--- config.mk ---
export PLATFORM = sky130hd
export DESIGN_NAME = bus_txn_controller
export DESIGN_NICKNAME = d
export VERILOG_FILES = /design/src/rtl/bus_txn_controller.sv
export SDC_FILE = /design/constraint.sdc
export NUM_CORES = 1
export LEC_CHECK = 0
export ABC_AREA = 1
export CORE_MARGIN = 2
export CORE_UTILIZATION = 40
export DETAILED_ROUTE_END_ITERATION = 10
export GPL_TIMING_DRIVEN = 0
export PLACE_DENSITY_LB_ADDON = 0.15
export SETUP_SLACK_MARGIN = 0.4
export SYNTH_ARGS = -nofsm -noshare
export SYNTH_HDL_FRONTEND = slang
export SYNTH_SLANG_ARGS = --single-unit
--- constraint.sdc ---
create_clock -name clk -period 3 [get_ports clk]
set_input_delay 0.6 -clock clk [delete_from_list [all_inputs] [get_ports clk]]
set_output_delay 0.6 -clock clk [all_outputs]
set_load 0.01 [all_outputs]
--- src/rtl/bus_txn_controller.sv ---
// bus_txn_controller: three-master bus arbiter and transaction sequencer with timeout and unmapped-address error.
// Defining BUS_FIXED_PRIORITY_EN selects fixed M1>M2>M3 priority instead of round-robin.
module bus_txn_controller #(
  parameter int AW = 8,
  parameter int DW = 8,
  parameter int TIMEOUT = 15
) (
  input  logic            clk,
  input  logic            reset,
  input  logic [2:0]      req,
  input  logic [3*AW-1:0] m_addr,
  input  logic [3*DW-1:0] m_wdata,
  input  logic [2:0]      m_we,
  output logic [2:0]      ack,
  output logic [AW-1:0]   bus_addr,
  output logic [DW-1:0]   bus_wdata,
  output logic            bus_we,
  output logic            bus_valid,
  output logic [2:0]      sel,
  input  logic [2:0]      s_ready,
  input  logic [3*DW-1:0] s_rdata,
  output logic [DW-1:0]   m_rdata,
  output logic            done,
  output logic            err
);
  typedef enum logic [1:0] {IDLE, ADDR, WAIT, DONE} state_t;
  state_t state;
  logic [1:0] last, widx, slv;
  logic [7:0] cnt;
  logic rdy;
  assign slv = bus_addr[AW-1:AW-2];
  assign rdy = |(s_ready & sel);
`ifdef BUS_FIXED_PRIORITY_EN
  always_comb widx = req[0] ? 2'd0 : req[1] ? 2'd1 : 2'd2;
`else
  logic [1:0] n1, n2;
  // search order starts just after the previous winner and wraps
  always_comb begin
    n1 = (last == 2'd2) ? 2'd0 : last + 2'd1;
    n2 = (n1 == 2'd2) ? 2'd0 : n1 + 2'd1;
    widx = req[n1] ? n1 : req[n2] ? n2 : last;
  end
`endif
  always_ff @(posedge clk or posedge reset) begin
    if (reset) begin
      state     <= IDLE;
      ack       <= '0;
      bus_addr  <= '0;
      bus_wdata <= '0;
      bus_we    <= 1'b0;
      bus_valid <= 1'b0;
      sel       <= '0;
      m_rdata   <= '0;
      done      <= 1'b0;
      err       <= 1'b0;
      cnt       <= '0;
      last      <= 2'd2;
    end else begin
      case (state)
        IDLE: if (|req) begin
          ack       <= 3'b001 << widx;
          bus_addr  <= m_addr[AW*widx +: AW];
          bus_wdata <= m_wdata[DW*widx +: DW];
          bus_we    <= m_we[widx];
          state     <= ADDR;
        end
        ADDR: if (slv == 2'b11) begin
          err   <= 1'b1;
          done  <= 1'b1;
          state <= DONE;
        end else begin
          sel       <= 3'b001 << slv;
          bus_valid <= 1'b1;
          cnt       <= '0;
          state     <= WAIT;
        end
        WAIT: if (rdy || cnt == 8'(TIMEOUT - 1)) begin
          if (rdy && !bus_we) m_rdata <= s_rdata[DW*slv +: DW];
          err       <= !rdy;
          done      <= 1'b1;
          bus_valid <= 1'b0;
          sel       <= '0;
          state     <= DONE;
        end else cnt <= cnt + 8'd1;
        default: begin
          done  <= 1'b0;
          err   <= 1'b0;
          ack   <= '0;
          last  <= ack[0] ? 2'd0 : ack[1] ? 2'd1 : 2'd2;
          state <= IDLE;
        end
      endcase
    end
  end
endmodule

==> qor.csv <==
metric,value,unit
Crit path max-delay family,buffers and inverters,
Vias,3090,
number of global-route vias before repair,2956,
Syn Inst Count,378,
Vert. Die Dim,89.02,microns
static leakage,0.001828,uW
"Cell Chain, Critical Path",clkdlybuf4s50_1 -> inv_2 -> a31oi_2 -> clkbuf_1 -> nand2_1 -> nor2_1 -> nor2_1,
H-tree depth,2,
final wirelength,8250,microns
worst vdd rail ir drop,553.9,uV
Synth cell types,33,
Starting Density,41.87,%
#FFs+latches synth,46,
syn avg cell area,7.650,sq um
M1 GR Usage,24.52,%
grt total ovfl,0,
first-pass GRT wire length,12940,microns
endpoints failing hold,0,
Min-Delay Path Class,reg2reg,
CTS tree,yes,
CP Capture Type,flop,
met3 Use GR,6.094,%
Overall Global Routing Usage,20.65,%
setup_tns,0,ns
Slew headroom,54.07,%
asr flop ratio synth,100.0,%
RSZ-0062 raised after global routing,no,
cts hold-fix bufs,0,
Worst Tran Pin Value,0.6837,ns
pin count of the biggest net entering global routing,30,
CTS root buf,clkbuf_8,
grt met2 use,36.91,%
Critical Path RT,3.20,ns
CTS Buf Count,5,
gr busiest metal,met2,
Via-to-Cell Ratio,5.159,
DR DRC count,0,
run status,finished clean,
Clock Latency Late Sink,0.31,ns
Final min period,2.295,ns
antenna-violating nets left,0,
element type at the critical path start,primary input,
cts repair resizes,0,
Pre-antenna DRT Iters,4,
worst path arrival time,2.49,ns
"Power, Total",4206,uW
CP most frequent cell,nor2_1,
"Reg clk slew, reported paths",0.09,ns
"Slowest-stage cell, CP",clkdlybuf4s50_1,
Core ar.,6907,sq um
hold slack,0.4860,ns
final worst setup slack,0.7054,ns
pre-CTS setup slack,0.3738,ns
clk sinks,46,
fmax,435.8,MHz
Mapped Area,2892,sq um
DIE AREA,7925,sq um
die span in x,89.02,microns
synthesized net count,467,
IO buf count,116,
DRT iter0 DRCs,91,
# diodes,0,
P per Cell Area,977.5,nW/um^2
Layout Skew,0.009950,ns
Longest Clk Path Bufs,2,
worst-path fanout max,10,
share of cells above drive strength 1,7.555,%
dpl hpwl,6317,microns
row count,30,
max-slew violation count,0,
Post-synth EDFFs,0,
crit share post-route,76.49,%
synthesis-to-finish area growth,48.81,%
prevailing post-synth register cell,dfrtp_1,
Placer Congestion,0.8245,
wire length per cell,13.77,microns
NumNets Final,591,
MaxCap Viol Count,0,
Ports,117,
initial antenna violation count,0,
worst stage delay on the critical path,0.63,ns
postcts setup bufs,0,
"Buf+Inv Stages, Crit Path",3,
Syn. warnings,0,
sequential area share after synthesis,39.85,%
Finish-stage setup viols,0,
CP Class,in2reg,
[state kept, by name, indices dropped and copies added (netlist names), 2 cells and up]
| register | cells |
|---|---|
| cnt | 8 |
| ack | 3 |
| sel | 3 |
| bus_addr | 8 |
| last | 2 |
| m_rdata | 8 |
| state | 2 |
| bus_wdata | 8 |
[cell usage after synthesis (2+ instances only)]
| cell | n | area share [%] |
|---|---|---|
| o22ai_1 | 4 | 0.87 |
| buf_1 | 2 | 0.26 |
| buf_6 | 4 | 1.6 |
| o31ai_1 | 7 | 1.8 |
| nor2_4 | 2 | 0.78 |
| buf_2 | 3 | 0.52 |
| ha_1 | 6 | 2.6 |
| inv_1 | 27 | 3.5 |
| o21a_1 | 8 | 2.1 |
| xor2_1 | 5 | 1.5 |
| nand3_1 | 21 | 3.6 |
| nand2_1 | 90 | 12 |
| clkbuf_1 | 5 | 0.65 |
| dfrtp_1 | 45 | 39 |
| nand3_2 | 8 | 2.8 |
| nand2_2 | 2 | 0.43 |
| nor3_1 | 2 | 0.35 |
| nor2_1 | 65 | 8.4 |
| o21ai_0 | 14 | 2.4 |
| nand4_1 | 45 | 9.7 |
[worst reg2reg max path, cell delays in order, from the launching register on]
cell and delay (ns):
dfrtp_1 0.41, inv_1 0.11, ha_1 0.29, inv_1 0.19, o21ai_0 0.26, nand3_1 0.29, inv_1 0.25, nand2_1 0.09
xor2_1 0.14, nor2_1 0.06
[placed cells by master, fill, tap and decap left out, drive strengths merged, types with 3 or more instances in the layout]
| cell | netlist | layout |
|---|---|---|
| clkdlybuf4s50 | 0 | 116 |
| nand2 | 94 | 94 |
| nor2 | 67 | 67 |
| nand4 | 45 | 45 |
| dfrtp | 45 | 45 |
| nand3 | 30 | 30 |
| inv | 28 | 28 |
| o21ai | 15 | 15 |
| clkbuf | 5 | 11 |
| buf | 10 | 11 |
| o21a | 8 | 8 |
| o31ai | 7 | 7 |
| ha | 6 | 6 |
| xor2 | 5 | 5 |
| o22ai | 4 | 4 |
| nor3 | 3 | 3 |
[where the power goes]
part	switching (uW)	internal, uW	total [uW]
clock network	229	249	478
registers	197	894	1090
logic	1510	1130	2640
total	1930	2270	4210
[routing by layer]
layer	wire length, microns	share of wire (%)
met1	3457	42
met2	4004	49
met3	676	8.2
met4	111	1.3
met5	0	0
[cell type report]
cell class | count | area (sq um)
buffer | 15 | 93.84
clock buffer | 6 | 72.57
clock inverter | 2 | 37.54
fill | 641 | 2604
inverter | 28 | 105.1
multi-input combinational | 289 | 1540
sequential | 46 | 1152
tap | 96 | 120.1
timing repair buffer | 117 | 1181
[final timing paths]
check	startpoint	end	slack (ns)	cells past startpoint
setup / recovery	req[1]	bus_addr[6]	0.71	7
hold / removal	ack[1]	last[1]	0.49	1
setup reg to reg	state[0]	cnt[2]	0.83	9
hold reg to reg	ack[1]	last[1]	0.49	1
max in group asynchronous	reset	last[1]	1.83	3
min in group asynchronous	reset	sel[2]	0.60	2
[stage by stage]
step | instance area (sq um) | instances | util (%)
floorplan | 2892 | 378 | -
global placement | 4173 | 590 | 60.42
detailed placement | 4193 | 591 | 60.71
CTS | 4303 | 599 | 62.30
global route | 4303 | 599 | 62.30
finish | 4303 | 599 | 62.30
[logic make-up after synthesis]
group,Yosys count,share of synthesized area (%)
simple gates,240,40.29
compound gates,38,8.871
buf+inv,43,6.880
xor+xnor,5,1.514
flops,46,39.85
fa+ha+maj,6,2.596
No activity file was read; power rests on OpenSTA's default activity.
